`src/rtl/imem_loader_pkg.sv`:
```
// Shared types and constants for the instruction-memory loader.
// The FSM state enum is used by the top; the lane constants are used by the packer.
package imem_loader_pkg;

  typedef enum logic [2:0] {
    S_IDLE,
    S_LEN,
    S_DATA,
    S_CSUM,
    S_DONE,
    S_ERR
  } state_t;

  localparam int BYTES_PER_WORD = 4;
  localparam int LEN_BYTES      = 4;

endpackage

```
`src/rtl/imem_loader_byte_packer.sv`:
```
// Little-endian 4-byte word assembler: word_valid pulses combinationally with the
// fourth accepted byte; clr returns the lane counter to lane 0.
module byte_packer
  import imem_loader_pkg::*;
(
  input  logic        clk,
  input  logic        rst,
  input  logic        clr,
  input  logic        take,
  input  logic [7:0]  data,
  output logic [31:0] word,
  output logic        word_valid
);

  logic [1:0]  lane;
  logic [23:0] sreg;

  // Earlier bytes shift down, so after three bytes sreg[7:0] holds byte 0.
  assign word       = {data, sreg};
  assign word_valid = take && (lane == 2'(BYTES_PER_WORD - 1));

  always_ff @(posedge clk) begin
    if (!rst || clr) begin
      lane <= 2'd0;
      sreg <= 24'd0;
    end else if (take) begin
      lane <= lane + 2'd1;
      sreg <= {data, sreg[23:8]};
    end
  end

endmodule

```
`src/rtl/imem_loader.sv`:
```
// Length-prefixed byte-stream programmer for the instruction memory; one registered
// word write per 4 bytes, no memory backpressure. Optional checksum: IMEM_LOADER_CHECKSUM_EN.
module imem_loader
  import imem_loader_pkg::*;
#(
  parameter int ADDR_W = 22
) (
  input  logic              clk,
  input  logic              rst,
  input  logic              start,
  input  logic              in_valid,
  input  logic [7:0]        in_data,
  output logic              in_ready,
  output logic              mem_we,
  output logic [ADDR_W-1:0] mem_waddr,
  output logic [31:0]       mem_wdata,
  output logic              core_hold,
  output logic              done,
  output logic              err,
  output logic [ADDR_W:0]   words_loaded
);

  localparam logic [32:0] MAX_WORDS = 33'd1 << ADDR_W;

  state_t      state;
  logic [31:0] len_n;
  logic        take;
  logic        word_valid;
  logic [31:0] word;
  logic [32:0] wl_next;
`ifdef IMEM_LOADER_CHECKSUM_EN
  logic [31:0] sum;
`endif

  assign take    = in_valid && in_ready;
  assign wl_next = 33'(words_loaded) + 33'd1;

  // in_ready is low in every non-accepting state, which also resets the lane on entry.
  byte_packer u_packer (
    .clk        (clk),
    .rst        (rst),
    .clr        (!in_ready),
    .take       (take),
    .data       (in_data),
    .word       (word),
    .word_valid (word_valid)
  );

  always_ff @(posedge clk) begin
    if (!rst) begin
      state        <= S_IDLE;
      in_ready     <= 1'b0;
      mem_we       <= 1'b0;
      mem_waddr    <= '0;
      mem_wdata    <= 32'd0;
      core_hold    <= 1'b0;
      done         <= 1'b0;
      err          <= 1'b0;
      words_loaded <= '0;
      len_n        <= 32'd0;
`ifdef IMEM_LOADER_CHECKSUM_EN
      sum          <= 32'd0;
`endif
    end else begin
      mem_we <= 1'b0;
      case (state)
        S_IDLE, S_DONE, S_ERR: begin
          if (start) begin
            state        <= S_LEN;
            in_ready     <= 1'b1;
            core_hold    <= 1'b1;
            done         <= 1'b0;
            err          <= 1'b0;
            words_loaded <= '0;
`ifdef IMEM_LOADER_CHECKSUM_EN
            sum          <= 32'd0;
`endif
          end
        end

        S_LEN: begin
          if (word_valid) begin
            len_n <= word;
            if (word == 32'd0) begin
`ifdef IMEM_LOADER_CHECKSUM_EN
              state     <= S_CSUM;
`else
              state     <= S_DONE;
              in_ready  <= 1'b0;
              core_hold <= 1'b0;
              done      <= 1'b1;
`endif
            end else if ({1'b0, word} > MAX_WORDS) begin
              state     <= S_ERR;
              in_ready  <= 1'b0;
              core_hold <= 1'b0;
              err       <= 1'b1;
            end else begin
              state <= S_DATA;
            end
          end
        end

        S_DATA: begin
          if (word_valid) begin
            mem_we       <= 1'b1;
            mem_waddr    <= words_loaded[ADDR_W-1:0];
            mem_wdata    <= word;
            words_loaded <= words_loaded + 1'b1;
`ifdef IMEM_LOADER_CHECKSUM_EN
            sum          <= sum + word;
`endif
            if (wl_next == {1'b0, len_n}) begin
`ifdef IMEM_LOADER_CHECKSUM_EN
              state     <= S_CSUM;
`else
              state     <= S_DONE;
              in_ready  <= 1'b0;
              core_hold <= 1'b0;
              done      <= 1'b1;
`endif
            end
          end
        end

`ifdef IMEM_LOADER_CHECKSUM_EN
        S_CSUM: begin
          if (word_valid) begin
            in_ready  <= 1'b0;
            core_hold <= 1'b0;
            if (word == sum) begin
              state <= S_DONE;
              done  <= 1'b1;
            end else begin
              state <= S_ERR;
              err   <= 1'b1;
            end
          end
        end
`endif

        default: state <= S_IDLE;
      endcase
    end
  end

endmodule

```
`config.mk`:
```
export PLATFORM = sky130hd
export DESIGN_NAME = imem_loader
export DESIGN_NICKNAME = d
export VERILOG_FILES = /design/src/rtl/imem_loader_pkg.sv /design/src/rtl/imem_loader_byte_packer.sv /design/src/rtl/imem_loader.sv
export SDC_FILE = /design/constraint.sdc
export NUM_CORES = 1
export LEC_CHECK = 0
export CAP_MARGIN = 0
export CELL_PAD_IN_SITES_DETAIL_PLACEMENT = 0
export CELL_PAD_IN_SITES_GLOBAL_PLACEMENT = 2
export CORE_MARGIN = 2
export CORE_UTILIZATION = 35
export DETAILED_ROUTE_END_ITERATION = 12
export DONT_BUFFER_PORTS = 1
export PLACE_DENSITY_LB_ADDON = 0.12
export REMOVE_ABC_BUFFERS = 1
export SETUP_SLACK_MARGIN = 0.05
export SYNTH_ARGS = -nofsm -noshare
export SYNTH_HDL_FRONTEND = slang
export SYNTH_SLANG_ARGS = --single-unit
```
`constraint.sdc`:
```
create_clock -name clk -period 3.1 [get_ports clk]
set_input_delay 0.62 -clock clk [delete_from_list [all_inputs] [get_ports clk]]
set_output_delay 0.62 -clock clk [all_outputs]
set_load 0.1 [all_outputs]
```
==> impl_results.md, run 1 <==
- Clock-pin slew on the worst setup and hold paths: 0.06 ns
- First-pass GRT wire length: 32.0 mm
- Most common cell in the netlist: nand2_1
- Final HPWL DP: 14.3 mm
- Status: finished, final reports clean
- Tmin final: 2.92 ns
- WL final: 20.1 mm
- CTS tree: built
- Pre-CTS setup slack: 0.143 ns
- Vias/cell: 5.30
- Final hold violations: 0
- Placer Congestion: 0.864
- Placed Area: 6800 um^2
- Pwr Density: 530 nW/um^2
- Clock skew: 0.0121 ns
- Area growth syn-to-layout: 14.5%
- # IOs: 94
- Die area: 19500 um^2
- Most instantiated cells after synthesis: nand2_1, dfxtp_1, a21oi_1
- Layout cells sized above 1: 12.1%
- Critical R2R Launch: words_loaded[1]$_SDFFE_PN0P_
- Max clock buf depth: 2
- Number of global-route vias before repair: 5405
- Dominant cells by area after synthesis: dfxtp_1, nand2_1, a21oi_1
- Crit path to: state[2]$_SDFFE_PN0P_
- R2R depth: 8
- Final Slew Violations: 0
- RSZ-0062 raised after global routing: false
- Worst min path class: in2reg
- Startpoint class of the critical path: register
- Avg Inst Size Synth: 7.82 um^2
- Clk_lat worst skew: 0.43 ns
- Max VDD drop: 366 uV
- Total grt overflow: 0
- DRT iter0 DRCs: 314
- Min-delay src: rst
- ANT nets after route: 0
- Slew margin rel.: 32.2%
- Clock tree sinks: 142
- # rows: 49
- Antenna violations before repair: 0
- Die Wd: 140 um
- Ant. Diodes: 0
- Worst setup EP type: register
- Vias: 5674
- Reg2reg end: state[2]$_SDFFE_PN0P_
- Root buf cell: clkbuf_16
- Post-cts resize count: 0
- Sequential area share after synthesis: 44.2%
- Synthesized area: 6440 um^2
- Die Y: 140 um
- Number of synthesized flops with an enable pin: 0
- Maxcap violations: 0
- Largest net degree at the start of global routing: 74
- Required @ worst endpoint: 3.47 ns
- Predominant post-synthesis flop cell: dfxtp_1
- CP Data Arrival Time: 3.28 ns
- Core area: 18000 um^2
- CTS Buf Count: 17
- Drt wl/cell: 18.7 um
- Final nets: 843
- Worst Tran Pin Value: 1.02 ns
- Hold Worst Slack: 0.315 ns
- R2R Setup Slk: 0.18 ns
- Crit-path max FO: 7
- Mapped Cells: 823
- Leakage Power: 2.53 nW
- Largest area contributor in the synthesized netlist: dfxtp_1
- Design Area, Final: 7370 um^2
- Post-synth ARST share: 0%
- Setup Buffers After CTS: 0
- Fmax: 0.343 GHz
- H-Tree Depth: 4
- Final WS setup: 0.184 ns
- GRT Total Usage: 21.0%
- Initial Utilization: 35.7%
- CP startpoint: words_loaded[1]$_SDFFE_PN0P_
- Fin crit share: 94.0%
- # DRC: 0
- DRT Pass-1 Iters: 5
- Syn. warnings: 0
- Area share of the largest cell type after synthesis: 44.2%
- Final setup fails: 0
- Count of cell types in the netlist: 58
- Port Buffers: 0
- Post-CTS Hold Buffers: 0
- Setup CP Type: reg2reg
- Post-synthesis register bit count: 142
[layout make-up]
class                           count  area [um^2]
Multi-Input combinational cell    616         3280
Tap cell                          229          287
Clock inverter                     14          129
Clock buffer                       18          429
Sequential cell                   142         2850
Timing Repair Buffer               48          385
Inverter                            4         16.3
Fill cell                        1898        10700
[power by group]
group          total, mW  switching (mW)  internal (mW)
Combinational      0.103          0.0739         0.0287
Sequential          1.84          0.0137           1.83
Clock               1.96           0.905           1.05
Total               3.91           0.993           2.91
[critical path, stage by stage (launching register included)]
cell and delay, ns:
dfxtp_1 0.47, ha_2 0.34, and3_2 0.23, nand3_1 0.17, a221o_1 0.37, a2111oi_0 0.41
nand4_1 0.20, nor4_2 0.47, o21a_1 0.18
[sequential cells by signal, summed over array words and instances, names as in the netlist, 2 cells and up]
signal         count
len_n             32
u_packer.sreg     24
mem_wdata         32
state              3
u_packer.lane      2
mem_waddr         22
words_loaded      23
[worst min-delay path by stage]
stage / end / slack [ns] / depth (start not counted)
4_1_cts: state[2]$_SDFFE_PN0P_ / 0.30 / 1
3_5_place_dp: len_n[30]$_SDFFE_PN0P_ / 0.45 / 2
2_1_floorplan: len_n[28]$_SDFFE_PN0P_ / 0.44 / 2
5_1_grt: state[2]$_SDFFE_PN0P_ / 0.30 / 1
6_report: state[2]$_SDFFE_PN0P_ / 0.32 / 1
3_3_place_gp: len_n[26]$_SDFFE_PN0P_ / 0.45 / 2
[metal layers]
layer | wire [um] | track usage [%]
met2 | 9740 | 34.9
met4 | 138 | 4.89
met3 | 924 | 4.65
met5 | 0 | 0
met1 | 9260 | 28.0
[metrics by stage]
step / utilization, % / setup TNS (ns) / cells / total power, mW
2_1_floorplan: - / -247.80 / 762 / 1.95
3_3_place_gp: 37.7 / 0 / 1039 / 1.99
3_5_place_dp: 37.7 / 0 / 1039 / 1.99
4_1_cts: 40.8 / 0 / 1071 / 3.95
5_1_grt: 40.9 / 0 / 1071 / 4.06
6_report: 40.9 / 0 / 1071 / 3.91
[placed cells by master, fill, tap and decap left out, types with 6 or more instances in the layout]
| cell | count |
|---|---|
| a21oi_1 | 116 |
| buf_4 | 46 |
| clkbuf_16 | 17 |
| dfxtp_1 | 139 |
| mux2i_1 | 25 |
| nand2_1 | 214 |
| nand3_1 | 11 |
| nand4_1 | 15 |
| nor2_1 | 67 |
| nor3_1 | 19 |
| nor4_1 | 17 |
| o21ai_0 | 22 |
| or3_1 | 6 |
| xnor2_1 | 19 |
| xor2_1 | 13 |
[cell families after synthesis]
| kind of cell | after synthesis | synth area share [%] |
|---|---|---|
| flops | 142 | 44.2 |
| buf+inv | 65 | 5.23 |
| fa+ha+maj | 2 | 0.389 |
| compound gates | 173 | 15.1 |
| simple gates | 383 | 26.6 |
| xor+xnor | 32 | 4.35 |
| mux | 26 | 4.24 |
No activity file was read; power rests on OpenSTA's default activity.
==> inputs of run 2 (changes only) <==
--- a/config.mk
+++ b/config.mk
@@ -5,6 +5,7 @@
 export SDC_FILE = /design/constraint.sdc
 export NUM_CORES = 1
 export LEC_CHECK = 0
+export ABC_CLOCK_PERIOD_IN_PS = 3100
 export CAP_MARGIN = 0
 export CELL_PAD_IN_SITES_DETAIL_PLACEMENT = 0
 export CELL_PAD_IN_SITES_GLOBAL_PLACEMENT = 2
@@ -12,7 +13,7 @@
 export CORE_UTILIZATION = 35
 export DETAILED_ROUTE_END_ITERATION = 12
 export DONT_BUFFER_PORTS = 1
-export PLACE_DENSITY_LB_ADDON = 0.12
+export PLACE_DENSITY = 0.74
 export REMOVE_ABC_BUFFERS = 1
 export SETUP_SLACK_MARGIN = 0.05
 export SYNTH_ARGS = -nofsm -noshare
==> run 2 against run 1 <==
Setup slack gained 0.015 ns. Sequential share of layout area is essentially flat. Combinational power is essentially flat. Via count shrank 0.41%. Wire length grew 0.76%. Final area is essentially flat. Register-to-register slack is essentially flat. Largest cell class unchanged.
==> impl_results.md, run 2 (synthesis gave the netlist of run 1 again) <==
- Final nets: 845 (was 843)
- Crit-path max FO: 10 (was 7)
- Most frequent cells in the layout: nand2_1, dfxtp_1, a21oi_1, nor2_1, buf_4 (unchanged)
- RSZ-0062 raised after global routing: false (unchanged)
- Area growth syn-to-layout: 14.5% (about the same)
- Required @ worst endpoint: 3.38 ns (was 3.47 ns)
- Placer Congestion: 0.836 (was 0.864)
- Vias: 5651 (was 5674)
- Leakage Power: 2.55 nW (was 2.53 nW)
- Post-Route Setup TNS: 0 ns (unchanged)
- # DRC: 0 (unchanged)
- Largest net degree at the start of global routing: 51 (was 74)
- Commonest non-fill, non-tap cell in the layout: nand2_1 (unchanged)
- Net Sw Power: 0.924 mW (was 0.993 mW)
- Top layer in use: met4 (unchanged)
- Startpoint class of the critical path: register (unchanged)
- Area of the multi-input gates: 3280 um^2 (unchanged)
- Fmax: 0.345 GHz (was 0.343 GHz)
- Placed Area: 6790 um^2 (was 6800 um^2)
- CTS tree: built (unchanged)
- # rows: 49 (unchanged)
- Final HPWL DP: 14.7 mm (was 14.3 mm)
- Ant. Diodes: 0 (unchanged)
- # IOs: 94 (unchanged)
- Vias/cell: 5.27 (was 5.30)
- GRT Total Usage: 20.9% (was 21.0%)
- Total grt overflow: 0 (unchanged)
- H-Tree Depth: 4 (unchanged)
- Slew margin rel.: 24.0% (was 32.2%)
- Final setup fails: 0 (unchanged)
- Switching share of total power: 23.5% (was 25.4%)
- Worst Tran Pin Value: 1.14 ns (was 1.02 ns)
- Max VDD drop: 352 uV (was 366 uV)
- Setup CP Type: reg2reg (unchanged)
- WL final: 20.2 mm (was 20.1 mm)
- Clk_lat worst skew: 0.43 ns (about the same)
- Number of global-route vias before repair: 5573 (was 5405)
- Worst min path class: in2reg (unchanged)
- Sequential Area: 2840 um^2 (was 2850 um^2)
- Die Y: 140 um (unchanged)
- Tmin final: 2.90 ns (was 2.92 ns)
- Core area: 18000 um^2 (unchanged)
- Filler cell count: 1883 (was 1898)
- Seq pwr share: 47.0% (was 47.2%)
- Post-CTS Hold Buffers: 0 (unchanged)
- Met2 wire len: 10.0 mm (was 9.74 mm)
- Die area: 19500 um^2 (unchanged)
- Port Buffers: 0 (unchanged)
- Design Area, Final: 7370 um^2 (about the same)
- Clock skew: 0.0212 ns (was 0.0121 ns)
- Worst setup EP type: register (unchanged)
- Final Slew Violations: 0 (unchanged)
- Antenna violations before repair: 0 (unchanged)
- Die Wd: 140 um (unchanged)
- Fin crit share: 93.6% (was 94.0%)
- Worst-path cell chain: buf_4, nand3_4, or3_1, or4_4, a222oi_1, nand4_1, nor4_1, a211oi_1 (was ha_2, and3_2, nand3_1, a221o_1, a2111oi_0, nand4_1, nor4_2, o21a_1)
- CTS Buf Count: 17 (unchanged)
- Initial Utilization: 35.7% (unchanged)
- ANT nets after route: 0 (unchanged)
- Clock-pin slew on the worst setup and hold paths: 0.06 ns (about the same)
- Met1 wire length: 9.09 mm (was 9.26 mm)
- Met3 Wirelength: 908 um (was 924 um)
- Top flop regs: len_n x32, mem_wdata x32, u_packer.sreg x24 (unchanged)
- Layout cells sized above 1: 12.1% (about the same)
- Maxcap violations: 0 (unchanged)
- Final hold violations: 0 (unchanged)
- Clock tree sinks: 142 (unchanged)
- P_int: 3.00 mW (was 2.91 mW)
- DRT iter0 DRCs: 335 (was 314)
- Combinational share of power: 2.5% (was 2.6%)
- Pwr Density: 533 nW/um^2 (was 530 nW/um^2)
- Setup Buffers After CTS: 0 (unchanged)
- Max clock buf depth: 2 (unchanged)
- First-pass GRT wire length: 31.9 mm (was 32.0 mm)
- DRT Pass-1 Iters: 6 (was 5)
- Worst stage delay on the critical path: 0.50 ns (was 0.47 ns)
- CP Data Arrival Time: 3.18 ns (was 3.28 ns)
- Drt wl/cell: 18.8 um (was 18.7 um)
- Root buf cell: clkbuf_16 (unchanged)
- Status: finished, final reports clean (unchanged)
- Clock share of power: 50.5% (was 50.2%)
- CP max-delay cell: or4_4 (was dfxtp_1)
[run 2: routing by layer]
| layer | vias to the layer above | global-route usage [%] |
|---|---|---|
| met5 | - | 0 |
| met4 | 0 | 5.53 |
| met3 | 11 | 4.16 |
| met2 | 133 | 36.0 |
| met1 | 2662 | 26.7 |
| li1 | 2845 | - |
[run 2: final timing paths]
| kind | slack [ns] | cells past startpoint | startpoint | endpoint |
|---|---|---|---|---|
| setup / recovery | 0.20 | 8 | words_loaded[2]$_SDFFE_PN0P_ | state[1]$_SDFFE_PN0P_ |
| hold / removal | 0.32 | 1 | rst | words_loaded[8]$_SDFFE_PN0P_ |
| setup reg to reg | 0.20 | 8 | words_loaded[2]$_SDFFE_PN0P_ | state[1]$_SDFFE_PN0P_ |
| hold reg to reg | 0.46 | 2 | len_n[24]$_SDFFE_PN0P_ | len_n[24]$_SDFFE_PN0P_ |
[run 2: through the flow]
stage | util [%] | cells | hold WS (ns) | setup slack, ns | power, mW
final | 40.9 | 1073 | 0.318 | 0.199 | 3.93
after global routing | 40.9 | 1073 | 0.314 | 0.0560 | 4.08
after CTS | 40.9 | 1073 | 0.311 | 0.181 | 3.99
after detailed placement | 37.7 | 1041 | 0.451 | 0.206 | 1.99
after global placement | 37.7 | 1041 | 0.446 | 0.264 | 1.99
after floorplan | - | 762 | 0.436 | -3.36 | 1.95
[run 2: cell type report]
type	count	share of cell area (%)
clock buffers	19	6.01
clock inverters	13	1.76
inverters	4	0.221
multi-input cells	616	44.5
flip-flops and latches	142	38.6
well taps	229	3.89
repair buffers	50	5.09
[run 2: timing repair]
item                                    CTS  global route
endpoints found under the setup margin    0             4
hold endpoints to repair                  0             0
resized for setup                         0             2
[run 2: power by group through the flow]
stage	registers, mW	logic [mW]	clock network (mW)
2_1_floorplan	1.90	0.0545	0
3_3_place_gp	1.89	0.100	0
3_5_place_dp	1.89	0.101	0
4_1_cts	1.84	0.102	2.04
5_1_grt	1.84	0.109	2.12
6_report	1.84	0.100	1.98
[run 2: critical path, delay by kind of cell, from the launching register on]
kind	cells	cell delay [ns]
flip-flops	1	0.37
buffers and inverters	1	0.37
AND/OR/NAND/NOR	5	1.55
AO/OA/AOI/OAI	2	0.46
==> inputs of run 3 (changes only) <==
==> constraint.sdc (replaced) <==
create_clock -name clk -period 3.1 [get_ports clk]
set_input_delay 0.62 -clock clk [delete_from_list [all_inputs] [get_ports clk]]
set_output_delay 0.62 -clock clk [all_outputs]
set_load 0.02 [all_outputs]
==> run 3 against run 2 <==
Utilization shrank 0.056 points. Cell count shrank 0.19%. Power is essentially flat. Highest routed layer unchanged.
==> impl_results.md, run 3 (synthesis gave the netlist of run 1 again) <==
- H-Tree Depth: 4 (unchanged)
- CTS Buf Count: 17 (unchanged)
- Port Buffers: 0 (unchanged)
- Root buf cell: clkbuf_16 (unchanged)
- Pwr Density: 534 nW/um^2 (was 533 nW/um^2)
- Drt wl/cell: 18.9 um (was 18.8 um)
- Post-CTS Hold Buffers: 0 (unchanged)
- Layout cells sized above 1: 11.4% (was 12.1%)
- Clock-pin slew on the worst setup and hold paths: 0.06 ns (about the same)
- Worst Tran Pin Value: 0.622 ns (was 1.14 ns)
- Antenna violations before repair: 0 (unchanged)
- Critical R2R Launch: words_loaded[1]$_SDFFE_PN0P_ (was words_loaded[2]$_SDFFE_PN0P_)
- Die area: 19500 um^2 (unchanged)
- # rows: 49 (unchanged)
- Final setup fails: 0 (unchanged)
- Top cell by count, worst path: nand4_1
- Status: finished, final reports clean (unchanged)
- DRT iter0 DRCs: 308 (was 335)
- Tmin final: 2.85 ns (was 2.90 ns)
- Ant. Diodes: 0 (unchanged)
- Startpoint class of the critical path: register (unchanged)
- Final WS setup: 0.253 ns (was 0.199 ns)
- Hold Crit Depth: 1 (unchanged)
- Pre-CTS setup slack: 0.223 ns (was 0.206 ns)
- Largest net degree at the start of global routing: 74 (was 51)
- Max clock buf depth: 2 (unchanged)
- Clk_lat worst skew: 0.43 ns (about the same)
- Setup CP Type: reg2reg (unchanged)
- Slew margin rel.: 58.2% (was 24.0%)
- # IOs: 94 (unchanged)
- Final HPWL DP: 14.5 mm (was 14.7 mm)
- # DRC: 0 (unchanged)
- Vias/cell: 5.29 (was 5.27)
- Final nets: 843 (was 845)
- GRT Total Usage: 20.9% (about the same)
- WL final: 20.2 mm (about the same)
- CP Data Arrival Time: 3.20 ns (was 3.18 ns)
- Family with the most delay on the worst path: simple AND/OR/NAND/NOR gates (unchanged)
- Total grt overflow: 0 (unchanged)
- Buffers & Inverters on Critical Path: 0 (was 1)
- R2R depth: 8 (unchanged)
- CP max-delay cell: nor4_1 (was or4_4)
- Min-delay src: rst (unchanged)
- Placed cells: 1039 (was 1041)
- Commonest non-fill, non-tap cell in the layout: nand2_1 (unchanged)
- Die Y: 140 um (unchanged)
- Top flop regs: len_n x32, mem_wdata x32, u_packer.sreg x24 (unchanged)
- CTS tree: built (unchanged)
- Worst min path class: in2reg (unchanged)
- Vias: 5663 (was 5651)
- R2R Setup Slk: 0.25 ns (was 0.20 ns)
- Most frequent cells in the layout: nand2_1, dfxtp_1, a21oi_1, nor2_1, buf_4 (unchanged)
- Fin crit share: 91.8% (was 93.6%)
- Leakage Power: 2.53 nW (was 2.55 nW)
- Die Wd: 140 um (unchanged)
- First-pass GRT wire length: 31.7 mm (was 31.9 mm)
- Maxcap violations: 0 (unchanged)
- Filler cell count: 1908 (was 1883)
- Number of global-route vias before repair: 5548 (was 5573)
- Worst setup EP type: register (unchanged)
- Setup Buffers After CTS: 0 (unchanged)
- Max VDD drop: 339 uV (was 352 uV)
- ANT nets after route: 0 (unchanged)
- Final hold violations: 0 (unchanged)
- RSZ-0062 raised after global routing: false (unchanged)
- Reg2reg end: state[2]$_SDFFE_PN0P_ (was state[1]$_SDFFE_PN0P_)
- Fmax: 0.351 GHz (was 0.345 GHz)
- Clock skew: 0.0239 ns (was 0.0212 ns)
- Worst-path cell chain: ha_1, nand3_4, nor4_1, nand4_1, a2111oi_0, nand4_1, nor4_4, o21a_1 (was buf_4, nand3_4, or3_1, or4_4, a222oi_1, nand4_1, nor4_1, a211oi_1)
- Crit-path max FO: 7 (was 10)
- Placer Congestion: 0.817 (was 0.836)
- Worst stage delay on the critical path: 0.44 ns (was 0.50 ns)
- Initial Utilization: 35.7% (unchanged)
- Post-cts resize count: 0 (unchanged)
- Worst Hold End: words_loaded[8]$_SDFFE_PN0P_ (unchanged)
- Clock tree sinks: 142 (unchanged)
- Final cell count without fillers: 1071 (was 1073)
- Core area: 18000 um^2 (unchanged)
- Required @ worst endpoint: 3.45 ns (was 3.38 ns)
- DRT Pass-1 Iters: 4 (was 6)
- Area growth syn-to-layout: 14.4% (was 14.5%)
- Final Slew Violations: 0 (unchanged)
==> run 3: changes by cell type in the layout (fill, tap and decap cells not counted), sizes merged <==
cell and delta:
inv -1, clkinvlp +1, buf -2
==> run 3: stage by stage <==
step | util (%) | area, um^2 | hold WS [ns] | power, mW | setup TNS (ns)
after global routing | 40.9 | 7360 | 0.307 | 4.06 | 0
after global placement | 37.7 | 6790 | 0.445 | 1.97 | 0
final | 40.9 | 7360 | 0.316 | 3.93 | 0
after detailed placement | 37.7 | 6790 | 0.451 | 1.97 | 0
after CTS | 40.8 | 7350 | 0.308 | 3.97 | 0
after floorplan | - | 6120 | 0.436 | 1.94 | -123.42
==> run 3: area by class of cell <==
class                           instances  area, um^2  area share, %
Multi-Input combinational cell        616        3280           44.5
Sequential cell                       142        2840           38.6
Clock buffer                           19         433           5.88
Timing Repair Buffer                   48         373           5.06
Tap cell                              229         287           3.89
Clock inverter                         13         133           1.80
Inverter                                4        16.3          0.221
==> run 3: power by group <==
part | total [mW] | leakage (nW) | internal (mW) | switching, mW
Sequential | 1.84 | 1.14 | 1.83 | 0.00902
Clock | 2.00 | 0.269 | 1.13 | 0.876
Combinational | 0.0878 | 1.12 | 0.0271 | 0.0606
Total | 3.93 | 2.53 | 2.98 | 0.946
==> run 3: how the worst max path moves through the flow <==
stage | start | end | slack (ns) | depth (start not counted)
floorplan | core_hold$_SDFFE_PN0P_ | words_loaded[21]$_SDFFE_PN0P_ | -2.14 | 4
global placement | words_loaded[0]$_SDFFE_PN0P_ | state[1]$_SDFFE_PN0P_ | 0.32 | 8
detailed placement | words_loaded[0]$_SDFFE_PN0P_ | state[1]$_SDFFE_PN0P_ | 0.22 | 8
CTS | words_loaded[0]$_SDFFE_PN0P_ | state[1]$_SDFFE_PN0P_ | 0.20 | 8
global route | words_loaded[1]$_SDFFE_PN0P_ | state[2]$_SDFFE_PN0P_ | 0.07 | 8
finish | words_loaded[1]$_SDFFE_PN0P_ | state[2]$_SDFFE_PN0P_ | 0.25 | 8
==> run 3: worst register-to-register path, stage by stage (launching register included) <==
cell and delay, ns:
dfxtp_1 0.41, ha_1 0.36, nand3_4 0.15, nor4_1 0.44, nand4_1 0.22, a2111oi_0 0.42
nand4_1 0.23, nor4_4 0.38, o21a_1 0.17
==> run 3: per-layer routing <==
layer,GRT usage (%),up-vias,part of all wire (%)
met2,35.4,131,49
li1,-,2843,-
met4,7.42,0,1.9
met5,0,-,0
met3,4.37,20,4.6
met1,26.4,2669,45
